==> config.mk <==
export PLATFORM = sky130hd
export DESIGN_NAME = dcache_ctrl
export DESIGN_NICKNAME = d
export VERILOG_FILES = /design/src/rtl/dcache_pkg.sv /design/src/rtl/dcache_tag_array.sv /design/src/rtl/dcache_ctrl.sv
export SDC_FILE = /design/constraint.sdc
export NUM_CORES = 2
export LEC_CHECK = 0
export ABC_AREA = 0
export BUFFER_PORTS_ARGS = -buffer_cell sky130_fd_sc_hd__buf_2
export CAP_MARGIN = 20
export CORE_MARGIN = 3
export CORE_UTILIZATION = 45
export DETAILED_ROUTE_END_ITERATION = 7
export HOLD_SLACK_MARGIN = 0.08
export PLACE_DENSITY = 0.64
export REMOVE_ABC_BUFFERS = 1
export SLEW_MARGIN = 25
export SYNTH_ARGS = -nofsm -noshare
export SYNTH_HDL_FRONTEND = slang
export SYNTH_SLANG_ARGS = --single-unit
export TNS_END_PERCENT = 30
==> constraint.sdc <==
create_clock -name clock -period 6.3 [get_ports clock]
set_input_delay 1.26 -clock clock [delete_from_list [all_inputs] [get_ports clock]]
set_output_delay 1.26 -clock clock [all_outputs]
set_load 0.02 [all_outputs]
==> src/rtl/dcache_pkg.sv <==
// Shared definitions for the data cache: default geometry, derived field widths,
// controller state encoding and the store byte-merge helper.
package dcache_pkg;

  localparam int DCACHE_ADDR_BITS = 12;
  localparam int DCACHE_LINES     = 16;
  localparam int DCACHE_WPL       = 4;

  localparam int DCACHE_OFF_W = $clog2(DCACHE_WPL);
  localparam int DCACHE_IDX_W = $clog2(DCACHE_LINES);
  localparam int DCACHE_TAG_W = DCACHE_ADDR_BITS - 2 - DCACHE_OFF_W - DCACHE_IDX_W;

  typedef enum logic [1:0] {
    ST_IDLE,
    ST_FILL,
    ST_RESP,
    ST_WRITE
  } dcache_state_e;

  // Replace only the enabled byte lanes of old_word with those of new_word.
  function automatic logic [31:0] merge_bytes(input logic [31:0] old_word,
                                              input logic [31:0] new_word,
                                              input logic [3:0]  mask);
    logic [31:0] res;
    res = old_word;
    for (int b = 0; b < 4; b++) begin
      if (mask[b]) res[8*b +: 8] = new_word[8*b +: 8];
    end
    return res;
  endfunction

endpackage

==> src/rtl/dcache_tag_array.sv <==
// Storage for the direct-mapped cache: per-line valid/tag plus data words.
// Reads are combinational; writes are clocked; valid bits clear asynchronously on reset.
module dcache_tag_array #(
  parameter int LINES = 16,
  parameter int WPL   = 4,
  parameter int TAG_W = 4,
  parameter int IDX_W = $clog2(LINES),
  parameter int OFF_W = $clog2(WPL)
) (
  input  logic             clock,
  input  logic             reset,
  input  logic [IDX_W-1:0] rd_index,
  input  logic [OFF_W-1:0] rd_offset,
  output logic             rd_valid,
  output logic [TAG_W-1:0] rd_tag,
  output logic [31:0]      rd_data,
  input  logic             clr_en,
  input  logic [IDX_W-1:0] clr_index,
  input  logic             set_en,
  input  logic [IDX_W-1:0] set_index,
  input  logic [TAG_W-1:0] set_tag,
  input  logic             wr_en,
  input  logic [IDX_W-1:0] wr_index,
  input  logic [OFF_W-1:0] wr_offset,
  input  logic [31:0]      wr_data
);

  logic [LINES-1:0] valid_q;
  logic [TAG_W-1:0] tag_q  [LINES];
  logic [31:0]      data_q [LINES*WPL];

  always_ff @(posedge clock or negedge reset) begin
    if (!reset) begin
      valid_q <= '0;
      for (int i = 0; i < LINES; i++) tag_q[i] <= '0;
    end else begin
      if (clr_en) valid_q[clr_index] <= 1'b0;
      if (set_en) begin
        valid_q[set_index] <= 1'b1;
        tag_q[set_index]   <= set_tag;
      end
    end
  end

  // Data words need no reset: a word is only ever returned from a valid line.
  always_ff @(posedge clock) begin
    if (wr_en) data_q[{wr_index, wr_offset}] <= wr_data;
  end

  assign rd_valid = valid_q[rd_index];
  assign rd_tag   = tag_q[rd_index];
  assign rd_data  = data_q[{rd_index, rd_offset}];

endmodule

==> src/rtl/dcache_ctrl.sv <==
// Direct-mapped, write-through, no-write-allocate data cache controller.
// Loads hit in zero cycles; misses fill the whole line, stores always go to backing memory.
module dcache_ctrl
  import dcache_pkg::*;
#(
  parameter int ADDR_BITS      = DCACHE_ADDR_BITS,
  parameter int LINES          = DCACHE_LINES,
  parameter int WORDS_PER_LINE = DCACHE_WPL
) (
  input  logic        clock,
  input  logic        reset,
  input  logic        proc_ren,
  input  logic        proc_wen,
  input  logic [31:0] proc_addr,
  input  logic [3:0]  proc_mask,
  input  logic [31:0] proc_wdata,
  output logic [31:0] proc_rdata,
  output logic        proc_read_done,
  output logic        proc_write_done,
  output logic        stall,
  output logic        mem_req,
  output logic        mem_we,
  output logic [31:0] mem_addr,
  output logic [31:0] mem_wdata,
  output logic [3:0]  mem_mask,
  input  logic        mem_ack,
  input  logic [31:0] mem_rdata
);

  localparam int OFF_W = $clog2(WORDS_PER_LINE);
  localparam int IDX_W = $clog2(LINES);
  localparam int WA_W  = ADDR_BITS - 2;
  localparam int TAG_W = WA_W - IDX_W - OFF_W;
  localparam logic [OFF_W-1:0] LAST_WORD = OFF_W'(WORDS_PER_LINE - 1);

  dcache_state_e    state_q, state_d;
  logic [WA_W-1:0]  cap_waddr_q;
  logic [3:0]       cap_mask_q;
  logic [31:0]      cap_wdata_q;
  logic [OFF_W-1:0] count_q;

  logic             capture, count_clr, count_inc;
  logic [WA_W-1:0]  req_waddr, look_waddr, fill_waddr;
  logic [OFF_W-1:0] look_off, cap_off, wr_offset;
  logic [IDX_W-1:0] look_idx, cap_idx;
  logic [TAG_W-1:0] look_tag, cap_tag, rd_tag;
  logic             rd_valid, hit;
  logic [31:0]      rd_data, wr_data;
  logic             clr_en, set_en, wr_en;
  logic             addr_unused;

  assign addr_unused = ^{proc_addr[31:ADDR_BITS], proc_addr[1:0]};

  // In IDLE the array is probed with the live request; afterwards only the captured one matters.
  assign req_waddr  = proc_addr[ADDR_BITS-1:2];
  assign look_waddr = (state_q == ST_IDLE) ? req_waddr : cap_waddr_q;
  assign look_off   = look_waddr[OFF_W-1:0];
  assign look_idx   = look_waddr[OFF_W +: IDX_W];
  assign look_tag   = look_waddr[WA_W-1 -: TAG_W];
  assign cap_off    = cap_waddr_q[OFF_W-1:0];
  assign cap_idx    = cap_waddr_q[OFF_W +: IDX_W];
  assign cap_tag    = cap_waddr_q[WA_W-1 -: TAG_W];
  assign fill_waddr = {cap_tag, cap_idx, count_q};
  assign hit        = rd_valid && (rd_tag == look_tag);

  dcache_tag_array #(
    .LINES (LINES),
    .WPL   (WORDS_PER_LINE),
    .TAG_W (TAG_W),
    .IDX_W (IDX_W),
    .OFF_W (OFF_W)
  ) u_array (
    .clock     (clock),
    .reset     (reset),
    .rd_index  (look_idx),
    .rd_offset (look_off),
    .rd_valid  (rd_valid),
    .rd_tag    (rd_tag),
    .rd_data   (rd_data),
    .clr_en    (clr_en),
    .clr_index (look_idx),
    .set_en    (set_en),
    .set_index (cap_idx),
    .set_tag   (cap_tag),
    .wr_en     (wr_en),
    .wr_index  (cap_idx),
    .wr_offset (wr_offset),
    .wr_data   (wr_data)
  );

  always_ff @(posedge clock or negedge reset) begin
    if (!reset) begin
      state_q     <= ST_IDLE;
      cap_waddr_q <= '0;
      cap_mask_q  <= '0;
      cap_wdata_q <= '0;
      count_q     <= '0;
    end else begin
      state_q <= state_d;
      if (capture) begin
        cap_waddr_q <= req_waddr;
        cap_mask_q  <= proc_mask;
        cap_wdata_q <= proc_wdata;
      end
      if (count_clr)      count_q <= '0;
      else if (count_inc) count_q <= count_q + 1'b1;
    end
  end

  always_comb begin
    state_d         = state_q;
    stall           = 1'b0;
    proc_read_done  = 1'b0;
    proc_write_done = 1'b0;
    proc_rdata      = '0;
    mem_req         = 1'b0;
    mem_we          = 1'b0;
    mem_addr        = '0;
    mem_wdata       = '0;
    mem_mask        = '0;
    capture         = 1'b0;
    count_clr       = 1'b0;
    count_inc       = 1'b0;
    clr_en          = 1'b0;
    set_en          = 1'b0;
    wr_en           = 1'b0;
    wr_offset       = count_q;
    wr_data         = mem_rdata;

    case (state_q)
      ST_IDLE: begin
        if (proc_wen) begin
          stall   = 1'b1;
          capture = 1'b1;
          state_d = ST_WRITE;
        end else if (proc_ren) begin
          if (hit) begin
            proc_read_done = 1'b1;
            proc_rdata     = rd_data;
          end else begin
            // The line is invalidated up front so an interrupted fill never leaves it valid.
            stall     = 1'b1;
            capture   = 1'b1;
            clr_en    = 1'b1;
            count_clr = 1'b1;
            state_d   = ST_FILL;
          end
        end
      end

      ST_FILL: begin
        stall    = 1'b1;
        mem_req  = 1'b1;
        mem_addr = {{(32-ADDR_BITS){1'b0}}, fill_waddr, 2'b00};
        if (mem_ack) begin
          wr_en     = 1'b1;
          count_inc = 1'b1;
          if (count_q == LAST_WORD) begin
            set_en  = 1'b1;
            state_d = ST_RESP;
          end
        end
      end

      ST_RESP: begin
        proc_read_done = 1'b1;
        proc_rdata     = rd_data;
        state_d        = ST_IDLE;
      end

      ST_WRITE: begin
        stall     = 1'b1;
        mem_req   = 1'b1;
        mem_we    = 1'b1;
        mem_addr  = {{(32-ADDR_BITS){1'b0}}, cap_waddr_q, 2'b00};
        mem_wdata = cap_wdata_q;
        mem_mask  = cap_mask_q;
        if (mem_ack) begin
          stall           = 1'b0;
          proc_write_done = 1'b1;
          state_d         = ST_IDLE;
          // Write-through keeps a resident copy coherent; a miss leaves the cache untouched.
          if (hit) begin
            wr_en     = 1'b1;
            wr_offset = cap_off;
            wr_data   = merge_bytes(rd_data, cap_wdata_q, cap_mask_q);
          end
        end
      end

      default: state_d = ST_IDLE;
    endcase
  end

endmodule
==> metrics.md <==
| Metric | Value |
|---|---|
| Core box area | 186000 sq um |
| Switching power share of the total | 33.4% |
| Clk pwr share | 27.3% |
| Number of buffers added by the clock tree synthesis step | 209 |
| Wire length of the first global-routing pass | 347000 um |
| Dominant cell by count in the synthesized netlist | sky130_fd_sc_hd__edfxtp_1 |
| Final setup violation count | 0 |
| Reg-to-reg critical path startpoint | state_q[1]$_DFFE_PN0P_ |
| Static leakage | 31.8 nW |
| Horizontal extent of the die | 438 um |
| Maximum fanout encountered on the critical timing path | 16 |
| List of most frequent post-synthesis cells | sky130_fd_sc_hd__edfxtp_1 (2048), sky130_fd_sc_hd__mux4_2 (512), sky130_fd_sc_hd__o22ai_1 (289) |
| Nets | 4506 |
| Total DRC errors in the routed layout | 0 |
| Sequential share of the synthesized area | 77.0% |
| DR vias | 44896 |
| Area growth from synthesis to layout | 16.0% |
| Critical path data required time | 5040 ps |
| Worst-Margin Slew | 1050 ps |
| Area of the die | 192000 sq um |
| Endpoints failing hold | 0 |
| Detailed-router iteration count before antenna repair | 8 |
| Ordered list of cells on the worst path | or2_1, nand2_1, o31ai_4, buf_4, nand2_1, buf_4, o22ai_1, nor4_1, nand3_1, nor2_1, buf_2 |
| Critical path start-end classification | flip-flop to output pin |
| Post-DR vias/cell | 6.36 |
| Area leader, netlist | sky130_fd_sc_hd__edfxtp_1 |
| Sinks on Clock Net | 2178 |
| Sum of net half-perimeters after detailed placement | 145000 um |
| Worst path max stage delay | 630 ps |
| Clock latency reported for the late side of the worst-skew pair | 860 ps |
| Library cells used by synthesis | 58 |
| Top area cells in the synthesized netlist | sky130_fd_sc_hd__edfxtp_1 (73%), sky130_fd_sc_hd__mux4_2 (14%), sky130_fd_sc_hd__dfrtp_1 (3.9%), sky130_fd_sc_hd__o22ai_1 (2.2%), sky130_fd_sc_hd__mux2_2 (0.91%) |
| Count of flip-flops with a built-in enable after synthesis | 2048 |
| Power share of the sequential group | 38.1% |
| Port bufs | 165 |
| Boundary Pins | 210 |
| Per-instance average area after synthesis | 21.2 sq um |
| Synthesis-stage register bit count | 2178 |
| Initial Utilization | 45.3% |
| Final worst-path cycle share | 98.8% |
| Fraction of final layout cells sized beyond drive strength 1 | 32.5% |
| Share of flip-flops with an asynchronous set or reset | 5.97% |
| Worst min-delay path class | primary input to asynchronous set/reset pin |
| Minimum clock period | 6220 ps |
| Count of placed standard cells including taps | 6658 |
| Vias in the first global route | 43725 |
| Post-CTS Hold Buffers | 0 |
| Number of rows in the core area | 158 |
| Number of levels the H-tree was split into | 4 |
| Remaining global-route overflow | 0 |
| Share of total power in combinational logic | 34.6% |
| Number of antenna violations at the first check in global routing | 4 |
| Net switching power | 15.1 mW |
| Beginning of the critical path | state_q[1]$_DFFE_PN0P_ |
| Relative slew margins | 30.2% |
| Gate count after technology mapping | 3974 |
| Y dimension of the die | 438 um |
| Pin count of the biggest net entering global routing | 81 |
| Outcome | completed |
| Placed instance area | 90600 sq um |
| Remaining antenna violation count | 0 |
| VDD IR-drop max | 435 uV |
| Setup clock skew after layout | 35.5 ps |
| Final std cell area, no fill | 97500 sq um |
| Count of yosys warnings during synthesis | 0 |
| Crit path max-delay family | simple AND/OR/NAND/NOR gates |
| Number of DRC violations after detailed-routing iteration 0 | 6206 |
| Final weighted congestion in routability-driven placement | 0.846 |
| Post-synthesis instance area | 84100 sq um |
| Sort of element at the start of the critical path | flip-flop |
| Max Freq | 161 MHz |
| Clock Tree Root | sky130_fd_sc_hd__clkbuf_16 |
| PD cells | 463 nW/um^2 |
| Worst path slowest cell | sky130_fd_sc_hd__nor4_1 |
| Cell-internal power | 30.1 mW |
| Capturing element type of the critical path | output pin |
| Total routing resource utilization after global routing | 25.9% |
| Filler-free cell count of the finished design | 7059 |
| Dominant synthesized flop cell | sky130_fd_sc_hd__edfxtp_1 |
| CTS clock-pin slew for the worst setup and hold paths | 60 ps |
| Top cell type's share of synthesized area | 73.2% |
| RSZ-0062 raised after global routing | false |
| Critical Path AT | 4960 ps |
| Total Wirelength | 250000 um |
| Clock buffer depth | 3 |
| WL/cell | 35.4 um |
| Max capacitance violation total | 0 |
| CTS tree | yes |
| Final Max Tran Viols | 0 |
| Final total negative setup slack | 0 ps |
| Crit path buf inv count | 3 |
[power groups by stage]
stage,logic (mW),registers (mW),clock network (mW)
floorplan,7.15,17.4,0
finish,15.6,17.2,12.3
global placement,15.3,17.5,0
CTS,15.6,17.2,12.5
detailed placement,15.4,17.5,0
global route,16.4,17.3,13.1
[through the flow]
| step | worst slack [ps] | utilization, % | power (mW) | hold WS (ps) |
|---|---|---|---|---|
| 2_1_floorplan | -49260 | - | 24.6 | 471 |
| 3_3_place_gp | 50.0 | 48.8 | 32.8 | 481 |
| 3_5_place_dp | 211 | 48.8 | 32.9 | 491 |
| 4_1_cts | 1.56 | 52.5 | 45.3 | 505 |
| 5_1_grt | 13.0 | 52.5 | 46.7 | 515 |
| 6_report | 77.5 | 52.5 | 45.2 | 496 |
[cell type report]
cell class              instances  area [sq um]
repair buffers                455          3880
well taps                    2480          3100
diodes                          3          7.51
clock inverters               119          1180
clock buffers                 268          5550
multi-input cells            1551         19000
inverters                       5          18.8
flip-flops and latches       2178         64800
fillers                     14292         88100
[worst paths after layout]
check | to | slack [ps] | depth (start not counted)
max | proc_rdata[22] | 80 | 11
min | cap_wdata_q[1]$_DFFE_PN0P_ | 500 | 1
max reg2reg | u_array.data_q[0][28]$_DFFE_PP_ | 1060 | 10
min reg2reg | u_array.tag_q[44]$_DFFE_PN0P_ | 510 | 1
max in group asynchronous | u_array.tag_q[63]$_DFFE_PN0P_ | 4490 | 2
min in group clock | u_array.tag_q[44]$_DFFE_PN0P_ | 510 | 1
[sequential cells by signal, indices dropped and copies added (netlist names)]
register,count
count_q,2
u_array.valid_q,16
cap_waddr_q,10
cap_mask_q,4
u_array.data_q,2048
state_q,2
cap_wdata_q,32
u_array.tag_q,64
[placed cells by master, fill, tap and decap left out, types with 32 or more instances in the layout]
master | netlist | layout
sky130_fd_sc_hd__clkbuf_16 | 0 | 212
sky130_fd_sc_hd__a21oi_1 | 41 | 41
sky130_fd_sc_hd__mux2_4 | 40 | 42
sky130_fd_sc_hd__clkinv_1 | 0 | 54
sky130_fd_sc_hd__o22ai_1 | 289 | 289
sky130_fd_sc_hd__mux2_2 | 68 | 66
sky130_fd_sc_hd__nor2_1 | 181 | 115
sky130_fd_sc_hd__buf_12 | 4 | 66
sky130_fd_sc_hd__nand3_1 | 35 | 32
sky130_fd_sc_hd__dfrtp_1 | 130 | 128
sky130_fd_sc_hd__buf_4 | 55 | 220
sky130_fd_sc_hd__nand2_1 | 86 | 83
sky130_fd_sc_hd__nor2_4 | 0 | 64
sky130_fd_sc_hd__clkbuf_1 | 108 | 53
sky130_fd_sc_hd__mux4_2 | 512 | 512
sky130_fd_sc_hd__o21ai_0 | 74 | 47
sky130_fd_sc_hd__and3_1 | 38 | 38
sky130_fd_sc_hd__buf_2 | 63 | 164
sky130_fd_sc_hd__edfxtp_1 | 2048 | 2048
[worst register-to-register path, cell delays in order (launching register included)]
cell and delay, ps:
sky130_fd_sc_hd__dfrtp_2 420, sky130_fd_sc_hd__or2_1 600, sky130_fd_sc_hd__a21oi_2 790, sky130_fd_sc_hd__o22ai_1 160, sky130_fd_sc_hd__o21ai_0 410, sky130_fd_sc_hd__nand4_1 160
sky130_fd_sc_hd__nor2_1 340, sky130_fd_sc_hd__nand4_1 420, sky130_fd_sc_hd__o31a_2 700, sky130_fd_sc_hd__nor2_4 630, sky130_fd_sc_hd__buf_12 280
[kinds of logic (layout without fill, tap and decap cells)]
group | count (synthesis) | after routing | synth area share (%)
xor+xnor | 5 | 5 | 0.0521
other cells | 1 | 25 | 0.00446
buf+inv | 269 | 847 | 1.65
compound gates | 477 | 480 | 3.49
flops | 2178 | 2178 | 77.0
fa+ha+maj | 1 | 1 | 0.0149
mux | 638 | 638 | 15.6
simple gates | 405 | 405 | 2.19
[timing repair]
item | 4_1_cts | 5_1_grt
pin swaps | 4 | 0
buffers inserted | 8 | 0
cloned | 3 | 0
gates resized for setup | 14 | 6
endpoints found under the setup margin | 27 | 7
[metal layers]
metal  GRT usage [%]  part of all wire [%]  routed length [um]
met1            36.0                    38               95000
met2            40.5                    47              118000
met3            6.04                    11               26800
met4            9.23                   3.8                9530
met5               0                 0.028                  69
(Power assumes the default switching activity.)
